==> src/rtl/t_pulse_gen.sv <==
`default_nettype none
// ============================================================================
// Module      : t_pulse_gen
// Description : Burst generator of single-cycle toggle enables for a t_ff stage;
//               emits `count` pulses spaced `period` cycles apart, then `done`.
// Revision    : 1.0 - initial release
// ============================================================================
module t_pulse_gen #(
    parameter int PW = 8,
    parameter int CW = 8
) (
    input  logic          clk,
    input  logic          rst,
    input  logic          start,
    input  logic          stop,
    input  logic [PW-1:0] period,
    input  logic [CW-1:0] count,
    output logic          t,
    output logic          busy,
    output logic          done,
    output logic [CW-1:0] pulses_left
);

    localparam logic [PW-1:0] c_pe_one  = PW'(1);
    localparam logic [CW-1:0] c_rem_one = CW'(1);

    typedef enum logic [1:0] {
        S_IDLE = 2'd0,
        S_RUN  = 2'd1,
        S_LAST = 2'd2
    } state_t;

    state_t        r_state;
    state_t        w_state_nxt;
    logic          r_t;
    logic          w_t_nxt;
    logic          r_done;
    logic          w_done_nxt;
    logic [PW-1:0] r_div;
    logic [PW-1:0] w_div_nxt;
    logic [PW-1:0] r_pe;
    logic [PW-1:0] w_pe_nxt;
    logic [PW-1:0] w_pe_eff;
    logic [CW-1:0] r_rem;
    logic [CW-1:0] w_rem_nxt;

    // A zero period would otherwise underflow the interval counter on load.
    assign w_pe_eff = (period == '0) ? c_pe_one : period;

    always_ff @(posedge clk or posedge rst) begin
        if (rst) begin
            r_state <= S_IDLE;
            r_t     <= 1'b0;
            r_done  <= 1'b0;
            r_div   <= '0;
            r_pe    <= c_pe_one;
            r_rem   <= '0;
        end else begin
            r_state <= w_state_nxt;
            r_t     <= w_t_nxt;
            r_done  <= w_done_nxt;
            r_div   <= w_div_nxt;
            r_pe    <= w_pe_nxt;
            r_rem   <= w_rem_nxt;
        end
    end

    always_comb begin
        w_state_nxt = r_state;
        w_t_nxt     = 1'b0;
        w_done_nxt  = 1'b0;
        w_div_nxt   = r_div;
        w_pe_nxt    = r_pe;
        w_rem_nxt   = r_rem;

        case (r_state)
            S_IDLE: begin
                if (start) begin
                    w_pe_nxt    = w_pe_eff;
                    w_div_nxt   = w_pe_eff - c_pe_one;
                    w_rem_nxt   = count;
                    w_state_nxt = (count == '0) ? S_LAST : S_RUN;
                end
            end
            S_RUN: begin
                if (stop) begin
                    w_rem_nxt   = '0;
                    w_state_nxt = S_IDLE;
                end else if (r_div == '0) begin
                    w_t_nxt     = 1'b1;
                    w_div_nxt   = r_pe - c_pe_one;
                    if (r_rem != '0) begin
                        w_rem_nxt = r_rem - c_rem_one;
                    end
                    w_state_nxt = (r_rem <= c_rem_one) ? S_LAST : S_RUN;
                end else begin
                    w_div_nxt = r_div - c_pe_one;
                end
            end
            S_LAST: begin
                // An abort during the final pulse cycle is not a completion.
                w_done_nxt  = ~stop;
                w_state_nxt = S_IDLE;
            end
            default: begin
                w_state_nxt = S_IDLE;
            end
        endcase
    end

    assign t           = r_t;
    assign done        = r_done;
    assign busy        = (r_state != S_IDLE);
    assign pulses_left = r_rem;

endmodule
`default_nettype wire

==> config.mk <==
export PLATFORM = sky130hd
export DESIGN_NAME = t_pulse_gen
export DESIGN_NICKNAME = d
export VERILOG_FILES = /design/src/rtl/t_pulse_gen.sv
export SDC_FILE = /design/constraint.sdc
export NUM_CORES = 1
export LEC_CHECK = 0
export CORE_ASPECT_RATIO = 0.75
export CORE_MARGIN = 4
export CORE_UTILIZATION = 23
export CTS_BUF_LIST = sky130_fd_sc_hd__clkbuf_8
export CTS_CLUSTER_SIZE = 25
export DETAILED_ROUTE_END_ITERATION = 8
export PLACE_DENSITY = 0.38
export SYNTH_ARGS = -nofsm -noshare
export SYNTH_HDL_FRONTEND = slang
export SYNTH_SLANG_ARGS = --single-unit
==> constraint.sdc <==
create_clock -name clk -period 2.9 [get_ports clk]
set_input_delay 0.58 -clock clk [delete_from_list [all_inputs] [get_ports clk]]
set_output_delay 0.58 -clock clk [all_outputs]
set_load 0.01 [all_outputs]
Word level (Yosys, flattened, before mapping)
Index checks and enable logic that the tools add are counted.
{"block": "totals", "reg_bits": 28, "inputBits": 20, "out_inout_bits": 11, "word_cells": 49}
{"block": "op_classes", "n_addsub": 4, "order_cmp": 1, "n_eq_ne": 6, "n_mux": 20, "n_bitwise": 1, "n_reduce_logical": 11}
{"cell": "two-way mux 8 bit", "count": 8}
{"cell": "case mux 8 bit (2 select lines)", "count": 2}
{"cell": "subtractor 8 x 1 -> 8 bit (second input constant)", "count": 4}
{"cell": "zero test 8 bit", "count": 3}
{"cell": "two-way mux 2 bit", "count": 5}
{"cell": "less-or-equal comparator 8 x 1 -> 1 bit (second input constant)", "count": 1}
{"cell": "nonzero test 8 bit", "count": 1}
{"cell": "!= test 3 bit (second input constant)", "count": 2}
{"cell": "two-way mux 1 bit", "count": 4}
{"cell": "!= test 2 bit (second input constant)", "count": 2}
{"cell": "case mux 2 bit (2 select lines)", "count": 1}
{"cell": "AND reduction 2 bit", "count": 2}
{"cell": "AND reduction 4 bit", "count": 1}
{"cell": "nonzero test 2 bit", "count": 2}
{"cell": "AND reduction 3 bit", "count": 1}
{"cell": "== test 2 x 1 -> 1 bit (second input constant)", "count": 1}
{"cell": "== test 2 bit (second input constant)", "count": 1}
{"cell": "zero test 2 bit", "count": 1}
{"cell": "inverter 1 bit", "count": 1}

Longest topological paths before layout
Gate-level depths: netlist (run 1).
{"block": "logic_depth", "depth_word": 5, "depth_mapped": 10, "depth_no_buf": 9}

Least setup slack after synthesis (run 1)
OpenSTA, ideal clock, no wires.
{"block": "synth_timing", "path_type": "register to register", "startpoint": "register r_state[1]", "endpoint": "register r_div[7]", "setup_time_ns": 0.082, "arrival_time_ns": 2.043, "required_ns": 2.818, "slack_ns": 0.775, "path_stages_with_launch": 7, "path_buffers": 0, "period_less_slack_ns": 2.125, "cell_sequence": "dfrtp_1 > or4b_1 > o31ai_2 > o221ai_2 > or3_4 > or3_1 > a31oi_1"}
{"block": "synth_via", "elab_chain_len": 3, "word_cells_on_any_way": 7, "cone_classes": "eq/ne: 3; mux: 1; reduce/logical: 3"}
{"item": "start, declared", "line_no": "33", "text": "state_t r_state;"}
{"item": "start signal, assigned", "line_no": "59", "text": "r_state <= w_state_nxt;"}
{"item": "== test 2 x 1 -> 1 bit / zero test 2 bit (equally long branches)", "line_no": "76", "text": "case (r_state)"}
{"item": "!= test 2 bit (no source line) / nonzero test 2 bit (equally long branches)"}
{"item": "AND reduction 3 bit (no source line)"}
{"item": "end signal, assigned", "line_no": "62", "text": "r_div <= w_div_nxt;"}
{"item": "end, declared", "line_no": "39", "text": "logic [PW-1:0] r_div;"}
Several ways; a longest one is shown, not always the timed one.
A chain may end at the register's enable or synchronous reset.

Worst setup path after layout (run 1)
{"block": "layout_timing", "startpoint": "register r_rem[2] (netlist: pulses_left[2])", "endpoint": "register r_rem[4] (netlist: pulses_left[4])"}
{"block": "layout_via", "elab_chain_len": 5, "word_cells_on_any_way": 8, "cone_classes": "add/sub: 1; eq/ne: 1; mux: 4; reduce/logical: 2"}
{"item": "start, declared", "line_no": "44", "text": "logic [CW-1:0] r_rem;"}
{"item": "start signal, assigned", "line_no": "64", "text": "r_rem <= w_rem_nxt;"}
{"item": "subtractor 8 x 1 -> 8 bit", "line_no": "93", "text": "w_rem_nxt = r_rem - c_rem_one;"}
{"item": "two-way mux 8 bit", "line_no": "92", "text": "if (r_rem != '0) begin"}
{"item": "two-way mux 8 bit", "line_no": "89", "text": "end else if (r_div == '0) begin"}
{"item": "two-way mux 8 bit", "line_no": "86", "text": "if (stop) begin"}
{"item": "case mux 8 bit (2 select lines)", "line_no": "76"}
Several ways; a longest one is shown, not always the timed one. The select of a mux whose other input is x is not followed.

==> results of run 1 <==
-- layout make-up --
cell class,instances,area [um2],area share (%)
Timing Repair Buffer,41,382.9,17.58
Clock inverter,1,3.754,0.1723
Inverter,10,37.54,1.723
Sequential cell,28,701.9,32.22
Tap cell,98,122.6,5.629
Clock buffer,3,41.29,1.895
Multi-Input combinational cell,150,888.4,40.78
-- cell usage after synthesis (4+ instances only) --
library cell / count / area share, %
sky130_fd_sc_hd__a21oi_1: 16 / 4.8
sky130_fd_sc_hd__a31oi_1: 5 / 1.9
sky130_fd_sc_hd__ha_1: 4 / 3.0
sky130_fd_sc_hd__nor3_1: 9 / 2.7
sky130_fd_sc_hd__nand2_1: 27 / 6.1
sky130_fd_sc_hd__inv_1: 10 / 2.3
sky130_fd_sc_hd__o21ai_1: 12 / 3.6
sky130_fd_sc_hd__nor2_1: 24 / 5.4
sky130_fd_sc_hd__dfrtp_1: 27 / 41
sky130_fd_sc_hd__o21ai_0: 9 / 2.7
-- through the flow --
stage / worst slack, ns / power (mW) / std cells / hold slack [ns]
after global placement: 0.1270 / 1.411 / 327 / 0.4796
after CTS: 0.4590 / 1.628 / 331 / 0.4989
final: 0.4432 / 1.606 / 331 / 0.4945
after detailed placement: 0.1621 / 1.389 / 327 / 0.4716
after global routing: 0.1938 / 1.747 / 331 / 0.5271
after floorplan: 0.7750 / 1.085 / 194 / 0.4454
-- worst max path at each step --
stage	to	from	slack (ns)	depth (start not counted)
2_1_floorplan	r_div[7]$_DFFE_PP0P_	r_state[1]$_DFFE_PP0P_	0.78	6
3_3_place_gp	r_div[6]$_DFFE_PP0P_	period[1]	0.13	9
3_5_place_dp	r_div[6]$_DFFE_PP0P_	period[1]	0.16	9
4_1_cts	pulses_left[4]$_DFFE_PP0P_	pulses_left[2]$_DFFE_PP0P_	0.46	6
5_1_grt	pulses_left[4]$_DFFE_PP0P_	pulses_left[2]$_DFFE_PP0P_	0.19	6
6_report	pulses_left[4]$_DFFE_PP0P_	pulses_left[2]$_DFFE_PP0P_	0.44	6
-- metal layers --
| metal | track usage (%) | up-vias | share of wire (%) |
|---|---|---|---|
| li1 | - | 763 | - |
| met1 | 18.11 | 726 | 56 |
| met2 | 17.70 | 23 | 40 |
| met3 | 2.907 | 2 | 3.3 |
| met4 | 1.552 | 0 | 0.39 |
| met5 | 0 | - | 0 |
-- power by group through the flow --
stage,Clock (mW),Combinational (mW),Sequential (mW)
after CTS,0.240,0.740,0.649
after floorplan,0,0.436,0.649
after global routing,0.258,0.816,0.672
after global placement,0,0.752,0.660
after detailed placement,0,0.734,0.656
final,0.226,0.732,0.649
-- cell families after synthesis --
logic type,count (synthesis),synth area share (%)
xor gates and xnor gates,6,3.156
and+or+nand+nor,81,23.89
buffers and inverters,16,4.508
AOI/OAI and AO/OA,57,22.01
muxes,2,1.277
DFF,28,42.15
adders and majority gates,4,3.005
-- worst register-to-register path, stage by stage (launching register included) --
cell                      delay [ns]
sky130_fd_sc_hd__dfrtp_1        0.39
sky130_fd_sc_hd__nor3_1         0.28
sky130_fd_sc_hd__nor4b_1        0.46
sky130_fd_sc_hd__a21oi_1        0.13
sky130_fd_sc_hd__o21ai_1        0.78
sky130_fd_sc_hd__o21ai_0        0.21
sky130_fd_sc_hd__o21ai_1        0.12
-- registers in the layout, summed over array words and instances, names as in the netlist --
name	count
pulses_left	8
r_state	2
r_div	8
r_pe	8
done	1
t	1
==> impl_summary.txt, run 1 <==
----------------------------------------------------
[Power]
  Net switching power of the design ... 651.7 uW
  Portion of total power attributed to sequential cells ... 40.4%
  Internal power summed over all cells ... 954.5 uW
  Clock network fraction of total power ... 14.0%
  Total power density per cell area ... 737.4 nW/um2
  Combinational cell fraction of total power ... 45.6%
  Leakage ... 0.9002 nW
  Worst supply voltage drop on vdd ... 0.2567 mV
  Proportion of total power due to net switching ... 40.57%

[Timing]
  Measured slew at the worst slew-check pin ... 0.9845 ns
  Final setup violation count ... 0
  Worst max-slew margin expressed relative to the limit ... 33.93%
  Minimum clock period ... 2.457 ns
  Unrepaired setup endpoints after global routing ... no
  Achievable clock frequency ... 407.0 MHz
  Final Cycle Share ... 84.72%
  Worst clock skew on the final layout ... 0.007462 ns
  Fin. Hold Viols ... 0
  Sum Neg Setup Slack ... 0 ns
  Final max-slew violation count ... 0

[Critical path]
  Cell type group with the largest total delay on the critical path ... compound AO/OA/AOI/OAI gates
  R2R Path End ... pulses_left[4]$_DFFE_PP0P_
  Nature of the critical path endpoint ... register
  Setup slack of the most critical reg-to-reg path ... 0.44 ns
  Critical path peak fanout ... 15
  Required time at the worst-slack endpoint ... 3.10 ns
  Critical setup path kind ... register to register
  Cells on worst reg2reg path ... 6
  Standard cell with the maximum stage delay on the critical path ... sky130_fd_sc_hd__o21ai_1
  Number of buffer and inverter stages on the critical path ... 0
  Type of element launching the critical path ... register
  Most frequent cell on the critical path ... sky130_fd_sc_hd__o21ai_1
  Worst reg2reg path startpoint ... pulses_left[2]$_DFFE_PP0P_
  Worst path cell trace ... nor3_1 > nor4b_1 > a21oi_1 > o21ai_1 > o21ai_0 > o21ai_1
  Highest cell delay on the worst timing path ... 0.78 ns
  Data arrival time at the worst-slack endpoint ... 2.66 ns

[Yosys]
  Count of yosys warnings during synthesis ... 0
  Most instantiated flip-flop cell in the synthesis netlist ... sky130_fd_sc_hd__dfrtp_1
  Post-synthesis sequential area ratio ... 42.15%
  Syn nets ... 218
  Post-synthesis sequential element count ... 28
  Cells after synthesis ... 194
  Share of synthesized flip-flops with an asynchronous set or reset ... 100.0%
  Netlist cell types ... 46
  Number of synthesized flops with an enable pin ... 0
  Syn_area_per_cell ... 8.584 um2
  Cell Area, Synth ... 1665 um2

[Worst hold path]
  Hold Path Class ... register to register
  Number of cells traversed by the worst hold path ... 2
  Hold Path Sink ... r_pe[5]$_DFFE_PP0P_
  Hold Startpoint ... r_pe[5]$_DFFE_PP0P_

[Finish]
  Commonest cells after routing, fill and taps aside ... sky130_fd_sc_hd__clkdlybuf4s50_1 (30), sky130_fd_sc_hd__nand2_1 (27), sky130_fd_sc_hd__dfrtp_1 (27), sky130_fd_sc_hd__nor2_1 (24), sky130_fd_sc_hd__a21oi_1 (16)
  Post-synthesis to final-layout area growth ... 30.80%
  Final core utilization ... 31.44%
  Net count, final ... 258
  Post-route design area ... 2178 um2
  Share of cells above drive strength 1 ... 11.16%
  Fill cell total of the finished layout ... 731
  Diodes inserted ... 0
  Commonest non-fill, non-tap cell in the layout ... sky130_fd_sc_hd__clkdlybuf4s50_1

[CTS]
  Setup Buffers After CTS ... 0
  Number of instances resized during post-cts repair ... 0
  Later-pin clock latency in the skew report ... 0.28 ns
  TritonCTS clock tree ... built
  CTS Buf Count ... 3
  Root buffer selected by CTS ... sky130_fd_sc_hd__clkbuf_8
  Num Clock Sinks ... 28
  Total of hold buffers inserted after clock tree synthesis ... 0
  Reg clk slew, reported paths ... 0.10 ns
  Number of buffers on the longest clock path ... 2
  H-tree depth ... 1

[GRT]
  First-pass GRT wire length ... 8.183 mm
  Via count of the first global-routing pass ... 1527
  Global routing usage summed across all routing layers ... 12.02%
  Number of antenna violations at the first check in global routing ... 0
  Pin count of the biggest net entering global routing ... 29
  Sum of overflow across all layers after global routing ... 0

[Die]
  Area of the die ... 8680 um2
  Height of the die ... 81.69 um
  Die Wd ... 106.3 um
  Initial standard-cell utilization of the core ... 24.03%
  Number of placement rows ... 26
  Top-level I/O count ... 31
  Placeable core area ... 6929 um2

[Route]
  Iteration-0 DRC Markers ... 78
  Vias per inst ... 4.574
  First-pass iteration count of the detailed router ... 4
  Drc violations ... 0
  Drt total wl ... 4.901 mm
  Total via count after detailed routing ... 1514
  Antenna viol nets, final ... 0
  Mean routed wirelength per cell ... 14.81 um

[Placed design]
  Placement-stage cell area ... 2133 um2
  Buffers on Ports ... 30
  Gpl congestion ... 0.7731
  Half-perimeter wire length of the detailed placement result ... 3.680 mm

[Flow run]
  Number of max-capacitance violations reported ... 0

[Status]
  Run status ... completed

----------------------------------------------------
Power figures use the tool's default switching activity.
==> run 2, diff against run 1 <==
==> constraint.sdc (replaced) <==
create_clock -name clk -period 2.4 [get_ports clk]
set_input_delay 0.48 -clock clk [delete_from_list [all_inputs] [get_ports clk]]
set_output_delay 0.48 -clock clk [all_outputs]
set_load 0.01 [all_outputs]
==> run 2 against run 1 <==
Compared with the run above:
- global-route usage is 0.27 points higher
- flip-flop and latch count stayed put
- hold slack got worse by 0.0023 ns
- routed wire length grew 2.4%
- die area unchanged
- sequential share of layout area decreased by 2.0 points
- non-clock buffer count rose by 17
- highest routed layer unchanged
==> impl_summary.txt, run 2 (synthesized netlist as in run 1, its figures left out) <==
----------------------------------------------------
[GRT]
  Number of antenna violations at the first check in global routing ... 0
  First-pass GRT wire length ... 8.355 mm
  Global routing usage summed across all routing layers ... 12.29%
  Pin count of the biggest net entering global routing ... 29
  Sum of overflow across all layers after global routing ... 0
  Via count of the first global-routing pass ... 1659

[Finish]
  Post-synthesis to final-layout area growth ... 39.44%
  Diodes inserted ... 0
  Non-filler instance count after layout ... 348
  Commonest cells after routing, fill and taps aside ... sky130_fd_sc_hd__clkdlybuf4s50_1 (30), sky130_fd_sc_hd__buf_4 (28), sky130_fd_sc_hd__nand2_1 (27), sky130_fd_sc_hd__dfrtp_1 (27), sky130_fd_sc_hd__nor2_1 (24)
  Share of cells above drive strength 1 ... 18.00%
  Net count, final ... 275
  Final core utilization ... 33.51%
  Commonest non-fill, non-tap cell in the layout ... sky130_fd_sc_hd__clkdlybuf4s50_1

[Power]
  Proportion of total power due to net switching ... 39.68%
  Clock network fraction of total power ... 15.1%
  Net switching power of the design ... 806.3 uW
  Internal power summed over all cells ... 1.226 mW
  Leakage ... 0.9852 nW
  Combinational cell fraction of total power ... 46.5%
  Final total power ... 2.032 mW
  Worst supply voltage drop on vdd ... 0.3440 mV
  Total power density per cell area ... 875.1 nW/um2
  Portion of total power attributed to sequential cells ... 38.4%

[Critical path]
  Data arrival time at the worst-slack endpoint ... 2.49 ns
  Required time at the worst-slack endpoint ... 2.60 ns
  Critical setup path kind ... input pin to register
  Critical path peak fanout ... 2
  Nature of the critical path endpoint ... register
  Type of element launching the critical path ... input pin

[Die]
  Die Wd ... 106.3 um
  Placeable core area ... 6929 um2
  Top-level I/O count ... 31
  Height of the die ... 81.69 um
  Area of the die ... 8680 um2
  Number of placement rows ... 26
  Initial standard-cell utilization of the core ... 24.03%

[CTS]
  Reg clk slew, reported paths ... 0.11 ns
  Root buffer selected by CTS ... sky130_fd_sc_hd__clkbuf_8
  CTS Buf Count ... 3
  TritonCTS clock tree ... built
  H-tree depth ... 1
  Number of buffers on the longest clock path ... 2
  Num Clock Sinks ... 28
  Total of hold buffers inserted after clock tree synthesis ... 0
  Later-pin clock latency in the skew report ... 0.28 ns

[Timing]
  Achievable clock frequency ... 438.4 MHz
  Fin. Hold Viols ... 0
  Worst max-slew margin expressed relative to the limit ... 63.18%
  Measured slew at the worst slew-check pin ... 0.5446 ns
  Unrepaired setup endpoints after global routing ... no
  Worst clock skew on the final layout ... 0.009017 ns
  Final setup violation count ... 0
  Final max-slew violation count ... 0
  Minimum clock period ... 2.281 ns
  Final Cycle Share ... 95.05%

[Status]
  Run status ... completed

[Placed design]
  Placed cell count ... 344
  Gpl congestion ... 0.7525
  Buffers on Ports ... 30
  Half-perimeter wire length of the detailed placement result ... 3.902 mm

[Route]
  Iteration-0 DRC Markers ... 70
  Vias per inst ... 4.580
  First-pass iteration count of the detailed router ... 4
  Total via count after detailed routing ... 1594
  Drc violations ... 0
  Drt total wl ... 5.020 mm
  Antenna viol nets, final ... 0
  Mean routed wirelength per cell ... 14.43 um

[Flow run]
  Number of max-capacitance violations reported ... 0

[Worst hold path]
  Hold Path Class ... register to register

----------------------------------------------------
-- run 2: cell types whose count changed in the layout (fill, tap and decap cells not counted) --
cell                       change
sky130_fd_sc_hd__nor4_1        -1
sky130_fd_sc_hd__buf_4        +17
sky130_fd_sc_hd__inv_1         -1
sky130_fd_sc_hd__nor4_2        +1
sky130_fd_sc_hd__clkbuf_8      +1
-- run 2: area by class of cell --
class / instances / area (um2)
Fill cell: 743 / 4607
Inverter: 10 / 37.54
Sequential cell: 28 / 701.9
Multi-Input combinational cell: 150 / 894.6
Timing Repair Buffer: 58 / 510.5
Clock buffer: 4 / 55.05
Tap cell: 98 / 122.6
-- run 2: power groups by stage --
stage               registers (mW)  clock network, mW  logic (mW)
global route                 0.807              0.346        1.05
CTS                          0.781              0.322       0.947
detailed placement           0.789                  0       0.941
floorplan                    0.784                  0       0.527
global placement             0.794                  0       0.958
finish                       0.779              0.307       0.945
-- run 2: path summary, 6_finish.rpt --
path                            slack, ns                    to  cells past startpoint                    from
worst max-delay path                 0.12  r_div[7]$_DFFE_PP0P_                      8               period[1]
worst min-delay path                 0.49   r_pe[6]$_DFFE_PP0P_                      2     r_pe[6]$_DFFE_PP0P_
worst max register to register       0.12  r_div[7]$_DFFE_PP0P_                      6  r_state[1]$_DFFE_PP0P_
worst min register to register       0.49   r_pe[6]$_DFFE_PP0P_                      2     r_pe[6]$_DFFE_PP0P_
max in group asynchronous            1.51   r_pe[0]$_DFFE_PP1P_                      3                     rst
min in group asynchronous            0.57        done$_DFF_PP0_                      3                     rst
-- run 2: worst max-delay path, stage by stage --
cell,delay [ns]
sky130_fd_sc_hd__clkdlybuf4s50_1,0.49
sky130_fd_sc_hd__nor4_1,0.06
sky130_fd_sc_hd__buf_4,0.13
sky130_fd_sc_hd__a211oi_2,0.25
sky130_fd_sc_hd__o221ai_2,0.14
sky130_fd_sc_hd__or3_4,0.40
sky130_fd_sc_hd__or3_1,0.37
sky130_fd_sc_hd__a31oi_1,0.16
-- run 2: per-stage QoR --
step | hold WS, ns | setup TNS [ns] | setup WS [ns] | cell area, um2
after floorplan | 0.4454 | 0 | 0.2750 | 1665
after global placement | 0.4674 | -0.4369 | -0.1819 | 2261
after detailed placement | 0.4677 | -0.4404 | -0.1671 | 2261
after CTS | 0.4953 | 0 | 0.1201 | 2316
after global routing | 0.5188 | 0 | 0.03237 | 2322
final | 0.4923 | 0 | 0.1189 | 2322
-- run 2: repair_timing --
action / 4_1_cts / 5_1_grt
setup buffers: 0 / 0
setup endpoints to repair: 0 / 1
resized for setup: 0 / 1
endpoints found under the hold margin: 0 / 0
-- run 2: layer usage --
metal  wire length [um]  share of wire, %  vias to the layer above  track usage (%)
li1                   -                 -                      803                -
met1               2719                54                      759            17.46
met2               2009                40                       30            18.77
met3                265               5.3                        2            3.614
met4                 25              0.50                        0            1.940
met5                  0                 0                        -                0
